File: config.mk
export PLATFORM = sky130hd
export DESIGN_NAME = pipeline_core_p4
export DESIGN_NICKNAME = d
export VERILOG_FILES = /design/src/rtl/p4_pkg.sv /design/src/rtl/p4_alu.sv /design/src/rtl/pipeline_core_p4.sv
export SDC_FILE = /design/constraint.sdc
export NUM_CORES = 1
export LEC_CHECK = 0
export BUFFER_PORTS_ARGS = -buffer_cell sky130_fd_sc_hd__buf_2
export CORE_MARGIN = 8
export CORE_UTILIZATION = 33
export DETAILED_ROUTE_END_ITERATION = 12
export SETUP_SLACK_MARGIN = 0.4
export SLEW_MARGIN = 20
export SYNTH_ARGS = -nofsm -noshare
export SYNTH_HDL_FRONTEND = slang
export SYNTH_HIERARCHICAL = 1
export SYNTH_SLANG_ARGS = --single-unit
File: constraint.sdc
create_clock -name clk -period 7.9 [get_ports clk]
set_input_delay 0.395 -clock clk [delete_from_list [all_inputs] [get_ports clk]]
set_output_delay 0.395 -clock clk [all_outputs]
set_load 0.05 [all_outputs]
File: src/rtl/p4_pkg.sv
// p4_pkg: opcodes, instruction field positions and pipeline-register types for pipeline_core_p4
package p4_pkg;
  localparam logic [3:0] OP_NOP   = 4'h0;
  localparam logic [3:0] OP_ADD   = 4'h1;
  localparam logic [3:0] OP_SUB   = 4'h2;
  localparam logic [3:0] OP_AND   = 4'h3;
  localparam logic [3:0] OP_LOAD  = 4'h4;
  localparam logic [3:0] OP_STORE = 4'h5;
  localparam logic [3:0] OP_OR    = 4'h6;
  localparam logic [3:0] OP_XOR   = 4'h7;
  localparam logic [3:0] OP_BEQ   = 4'h8;
  localparam logic [3:0] OP_HALT  = 4'hF;
  localparam int OP_LSB  = 12;
  localparam int RD_LSB  = 9;
  localparam int RS1_LSB = 6;
  localparam int RS2_LSB = 3;
  localparam int IMM_LSB = 0;
  typedef struct packed {
    logic       valid;
    logic [3:0] op;
    logic [2:0] rd;
    logic [2:0] rs1;
    logic [2:0] rs2;
    logic [2:0] imm;
  } dec_t;
  typedef struct packed {
    logic       valid;
    logic       we;
    logic       retire;
    logic [2:0] rd;
  } wb_t;
  function automatic dec_t decode(input logic v, input logic [15:0] i);
    return '{valid: v, op: i[OP_LSB+:4], rd: i[RD_LSB+:3], rs1: i[RS1_LSB+:3],
             rs2: i[RS2_LSB+:3], imm: i[IMM_LSB+:3]};
  endfunction
  function automatic logic is_legal(input logic [3:0] op);
    return op inside {OP_NOP, OP_ADD, OP_SUB, OP_AND, OP_OR, OP_XOR, OP_LOAD, OP_STORE, OP_BEQ, OP_HALT};
  endfunction
  function automatic logic writes_rd(input logic [3:0] op);
    return op inside {OP_ADD, OP_SUB, OP_AND, OP_OR, OP_XOR, OP_LOAD};
  endfunction
endpackage

File: src/rtl/p4_alu.sv
// p4_alu: combinational ALU; unlisted ops (ADD, LOAD/STORE address) add
module p4_alu
  import p4_pkg::*;
#(
  parameter int DATA_W = 8
) (
  input  logic [3:0]        op,
  input  logic [DATA_W-1:0] a,
  input  logic [DATA_W-1:0] b,
  output logic [DATA_W-1:0] y,
  output logic              eq
);
  always_comb begin
    y  = op == OP_SUB ? a - b :
         op == OP_AND ? a & b :
         op == OP_OR  ? a | b :
         op == OP_XOR ? a ^ b : a + b;
    eq = a == b;
  end
endmodule

File: src/rtl/pipeline_core_p4.sv
// pipeline_core_p4: four-stage IF/ID/EX/WB core with forwarding, branch flush, halt and preset ports
module pipeline_core_p4
  import p4_pkg::*;
#(
  parameter int DATA_W     = 8,
  parameter int IMEM_DEPTH = 16,
  parameter int DMEM_DEPTH = 32,
  localparam int IA_W      = $clog2(IMEM_DEPTH),
  localparam int DA_W      = $clog2(DMEM_DEPTH)
) (
  input  logic              clk,
  input  logic              reset,
  input  logic              run,
  input  logic              prog_we,
  input  logic [IA_W-1:0]   prog_addr,
  input  logic [15:0]       prog_wdata,
  input  logic              rf_we,
  input  logic [2:0]        rf_addr,
  input  logic [DATA_W-1:0] rf_wdata,
  input  logic              dm_we,
  input  logic [DA_W-1:0]   dm_addr,
  input  logic [DATA_W-1:0] dm_wdata,
  input  logic [2:0]        dbg_raddr,
  output logic [DATA_W-1:0] dbg_rdata,
  output logic [IA_W-1:0]   pc,
  output logic              halted,
  output logic              illegal,
  output logic [15:0]       retired_cnt
);
  logic [15:0]       imem [IMEM_DEPTH];
  logic [DATA_W-1:0] dmem [DMEM_DEPTH];
  logic [DATA_W-1:0] rf [8];
  logic              if_v;
  logic [15:0]       if_ins;
  logic [IA_W-1:0]   if_pc;
  dec_t              d, ie;
  logic [DATA_W-1:0] ie_a, ie_b;
  logic [IA_W-1:0]   ie_pc;
  wb_t               ew, nx;
  logic [DATA_W-1:0] ew_d;
  logic              adv, taken, halt_ex, ill_ex, eq, is_mem;
  logic [DATA_W-1:0] id_a, id_b, fa, fb, alu_y, ex_d;
  logic [DA_W-1:0]   dm_a;
  logic [IA_W-1:0]   br_tgt;
  assign adv       = run & ~halted;
  assign dbg_rdata = rf[dbg_raddr];
  p4_alu #(.DATA_W(DATA_W)) u_alu (
    .op(ie.op),
    .a (fa),
    .b (is_mem ? DATA_W'(ie.imm) : fb),
    .y (alu_y),
    .eq(eq)
  );
  // ID reads write-first from WB; EX forwards from EX_WB, so no dependency ever stalls
  always_comb begin
    d       = decode(if_v, if_ins);
    id_a    = (ew.valid && ew.we && ew.rd == d.rs1) ? ew_d : rf[d.rs1];
    id_b    = (ew.valid && ew.we && ew.rd == d.rs2) ? ew_d : rf[d.rs2];
    fa      = (ew.valid && ew.we && ew.rd == ie.rs1) ? ew_d : ie_a;
    fb      = (ew.valid && ew.we && ew.rd == ie.rs2) ? ew_d : ie_b;
    is_mem  = ie.op == OP_LOAD || ie.op == OP_STORE;
    dm_a    = DA_W'(alu_y);
    ex_d    = ie.op == OP_LOAD ? dmem[dm_a] : alu_y;
    taken   = ie.valid && ie.op == OP_BEQ && eq;
    halt_ex = ie.valid && ie.op == OP_HALT;
    ill_ex  = ie.valid && !is_legal(ie.op);
    br_tgt  = ie_pc + IA_W'($signed(ie.imm));
    nx      = '{valid: ie.valid & ~halt_ex, we: ie.valid & writes_rd(ie.op),
                retire: ie.valid & is_legal(ie.op) & (ie.op != OP_HALT), rd: ie.rd};
  end
  always_ff @(posedge clk) begin
    if (!run && prog_we) imem[prog_addr] <= prog_wdata;
  end
  always_ff @(posedge clk) begin
    if (!run && dm_we) dmem[dm_addr] <= dm_wdata;
    else if (adv && ie.valid && ie.op == OP_STORE) dmem[dm_a] <= fb;
  end
  always_ff @(posedge clk or negedge reset) begin
    if (!reset) begin
      pc          <= '0;
      halted      <= 1'b0;
      illegal     <= 1'b0;
      retired_cnt <= '0;
      if_v        <= 1'b0;
      if_ins      <= '0;
      if_pc       <= '0;
      ie          <= '0;
      ie_a        <= '0;
      ie_b        <= '0;
      ie_pc       <= '0;
      ew          <= '0;
      ew_d        <= '0;
      for (int i = 0; i < 8; i++) rf[i] <= '0;
    end else if (adv) begin
      pc          <= halt_ex ? pc : taken ? br_tgt : pc + IA_W'(1);
      if_v        <= !(taken || halt_ex);
      if_ins      <= imem[pc];
      if_pc       <= pc;
      ie          <= (taken || halt_ex) ? '0 : d;
      ie_a        <= id_a;
      ie_b        <= id_b;
      ie_pc       <= if_pc;
      ew          <= nx;
      ew_d        <= ex_d;
      halted      <= halted | halt_ex;
      illegal     <= illegal | ill_ex;
      retired_cnt <= retired_cnt + 16'(ew.valid & ew.retire);
      if (ew.valid && ew.we) rf[ew.rd] <= ew_d;
    end else if (!run && rf_we) begin
      rf[rf_addr] <= rf_wdata;
    end
  end
endmodule

==> summary.md <==
| Metric | Value |
|---|---|
| CTS root buf | clkbuf_16 |
| CTS tree | yes |
| Syn avg cell area | 15.44 sq um |
| Yosys top cell area share | about 51% |
| Max Slew Vio Count | 0 |
| Clock latency at the later pin of the worst-skew pair | 0.63 ns |
| Area leader, netlist | edfxtp_1 |
| Crit-path max cell delay | slightly above 0.7 ns |
| Drt drc | 0 |
| Sink Count | between 600 and 700 |
| IO Count | 83 |
| Die H | 317.4 um |
| Status | finished, final reports clean |
| Die area | 100,700 sq um |
| Sequential element share of the synthesized area | 64.48% |
| Via density | 5.447 |
| Post-Synth Adder-Cell Area | 1.411% |
| Kind of end point of the critical path | flip-flop |
| Hold Vio Cnt, Final | 0 |
| Tcrit/Tclk final | 72.07% |
| FP Rows | 110 |
| Placed cells | 3,119 |
| Number of nets in the layout | 2,101 |
| Antenna violations before repair | 6 |
| CTS clk-pin slew, worst paths | 0.06 ns |
| Top layer in use | met5 |
| Met3 routed WL | 4.848 mm |
| Post-CTS Setup Bufs | 0 |
| Power Density | 389.0 nW/um^2 |
| Most instantiated cells after synthesis | edfxtp_1, nand2_1, mux4_2, dfrtp_1, nor2_1 |
| Initial DRC count | 1,718 |
| Slew headroom | 18.18% |
| First-pass GRT wire length | 117.6 mm |
| Arr. time, crit path | 5.90 ns |
| WHS | ~0.13 ns |
| Clock Tree Buf Depth | 3 |
| Syn_nets | just over 2k |
| Routed metal-1 wire length | 32.55 mm |
| Clk_skew | ~0.057 ns |
| All-Layer GR Usage | 15.02% |
| Buffers on Ports | 82 |
| Detailed-router iteration count before antenna repair | 8 |
| Post-synth EDFFs | 512 |
| Core Footprint | 90,010 sq um |
| Main combinational cell family by area after synthesis | multiplexers |
| Syn Std Cell Area | 29,980 sq um |
| Unrepaired setup endpoints after global routing | no |
| Setup TNS | 0 ns |
| Slew @ Worst Pin | 1.227 ns |
| Ys flop type | edfxtp_1 |
| H-tree lvl count | 3 |
| Synth Area in XOR/XNOR | 1.023% |
| Ys async rst share | 23.58% |
| Compound-cell area share of the yosys netlist | 7.964% |
| Share of layout cells above drive strength 1 | 22.39% |
| Resized cells post-CTS | 0 |
| Die Span X | 317.4 um |
| Synth Instances | 1,941 |
| Final Setup Violations | 0 |
| Most frequent cell after synthesis | edfxtp_1 |
| Synth area leaders | edfxtp_1, dfrtp_1, mux4_2 |
| CP startpoint kind | flip-flop |
| Largest net degree at the start of global routing | 108 |
| CP Class | reg2reg |
| Met2 Wirelength | 37.42 mm |
| CP max stage cell | nor4_4 |
| Per-cell routed wire length | 23.88 um |
| Cell Chain, Critical Path | xor2_1 > nor4_4 > mux2i_1 > a21oi_1 > ha_1 > inv_1 > fa_1 > nor2b_1 > o21ai_0 > nand2_1 > a32oi_1 > o21ai_0 > o21ai_1 > buf_4 > clkinv_1 > nor4_1 > a31oi_1 > nor2_1 |
| Number of synthesis warnings | 6 |
| Via Count | 17.68k |
| Number of buffers created by CTS | 70 |
| Seq cells post-synth | 670 |
| Fin cells | 3,246 |
| Most used cell, CP | o21ai_0 |
| Routability Congestion | between 0.9 and 1 |
| Fill cells | about 8.3k |
| Leak | 11.71 nW |
| Global route total overflow | 0 |
| CTS Hold Buffers Added | 1 |
| Max Fclk | 175.6 MHz |
| Post-Synth Simple-Gate Area | around 6.5% |
| WL final | 77.53 mm |
| Area Overhead vs Synth | 13.56% |
| Synth unique cells | 74 |
| HP Class | in2reg |
| DRT antenna net count | 0 |
| Max-Cap Viols | 0 |
| Final min period | 5.693 ns |
| CP max FO | 14 |
| Mux cell area share after synthesis | 16.19% |
| Starting Density | 33.30% |
| VDD IR-drop max | slightly above 0.3 mV |
| Worst Path Required | 8.11 ns |
| Vias in the first global route | 18.19k |
| DP Wirelength | 49.29 mm |
==> kinds of logic (layout without fill, tap and decap cells) <==
logic type	count (synthesis)	in the layout
multiplexers	279	279
AND/OR/NAND/NOR	423	423
adder cells (fa/ha/maj)	32	32
XOR/XNOR	35	35
flip-flops	670	670
buffers and inverters	160	287
AO/OA/AOI/OAI	342	342
other	0	2
==> flip-flops by register name, summed over array words and instances, names as in the netlist, 6 cells and up <==
register     flops
ew_d             8
if_ins          16
imem           256
ew               6
ie_b             8
ie_a             8
rf              64
retired_cnt     16
ie              17
dmem           256
==> final timing paths <==
kind | start | endpoint | slack, ns | cells after the start
max in group asynchronous | reset | pc[0]$_DFFE_PN0P_ | 6.09 | 3
min in group asynchronous | reset | rf[59]$_DFFE_PN0P_ | 0.46 | 2
max reg2reg | ew[2]$_DFFE_PN0N_ | dmem[18][7]$_DFFE_PP_ | 2.21 | 18
max | ew[2]$_DFFE_PN0N_ | dmem[18][7]$_DFFE_PP_ | 2.21 | 18
min | prog_wdata[6] | imem[0][6]$_DFFE_PP_ | 0.13 | 1
min reg2reg | retired_cnt[15]$_DFFE_PN0N_ | retired_cnt[15]$_DFFE_PN0N_ | 0.47 | 1
==> worst max-delay path: cells and delay by family, from the launching register on <==
kind / cells / cell delay (ns)
buffers and inverters: 3 / 0.63
AND/OR/NAND/NOR: 5 / 1.92
AO/OA/AOI/OAI: 6 / 1.03
flip-flops: 1 / 0.53
XOR/XNOR: 1 / 0.26
multiplexers: 1 / 0.44
adder cells (fa/ha/maj): 2 / 0.49
==> stage by stage <==
| stage | total power [mW] | cell area (sq um) | utilization [%] | setup WS [ns] |
|---|---|---|---|---|
| 3_5_place_dp | 10.09 | 31790 | 35.32 | 2.364 |
| 3_3_place_gp | 10.02 | 31790 | 35.32 | 2.488 |
| 6_report | 13.24 | 34040 | 37.82 | 2.207 |
| 4_1_cts | 13.29 | 34040 | 37.81 | 2.316 |
| 2_1_floorplan | 8.588 | 29980 | - | 3.173 |
| 5_1_grt | 13.88 | 34040 | 37.82 | 1.759 |
==> placed cells by master, fill, tap and decap left out, types with 16 or more instances in the layout <==
cell type	instances
edfxtp_1	512
nand2_1	174
mux4_2	161
dfrtp_1	156
nor2_1	115
mux2i_1	85
buf_2	81
clkbuf_16	70
o21ai_0	58
a21oi_1	47
buf_4	43
inv_1	35
o22a_1	35
mux2_2	32
a22oi_1	29
o21a_1	29
ha_1	29
o221ai_1	24
nand3_1	20
nor3_1	20
a22o_1	20
xor2_1	18
xnor2_1	17
o21ai_1	16
==> per-layer routing <==
layer  GRT usage [%]  up-vias
li1                -     7763
met1           19.74     9103
met2           24.62      641
met3           2.769      171
met4           5.825        2
met5               0        -
==> cell type report <==
class | count | area, sq um | area share (%)
flip-flops and latches | 670 | 19330 | 56.79
inverters | 36 | 135.1 | 0.3969
well taps | 1176 | 1471 | 4.322
clock buffers | 85 | 1818 | 5.340
clock inverters | 39 | 417.9 | 1.228
multi-input cells | 1111 | 10090 | 29.64
repair buffers | 127 | 772.0 | 2.268
diodes | 2 | 5.005 | 0.01470
==> power by group <==
part	switching [mW]	internal, mW	total (mW)
clock network	1.39	1.80	3.19
logic	3.10	2.36	5.45
registers	0.470	4.13	4.60
(Power assumes the default switching activity.)
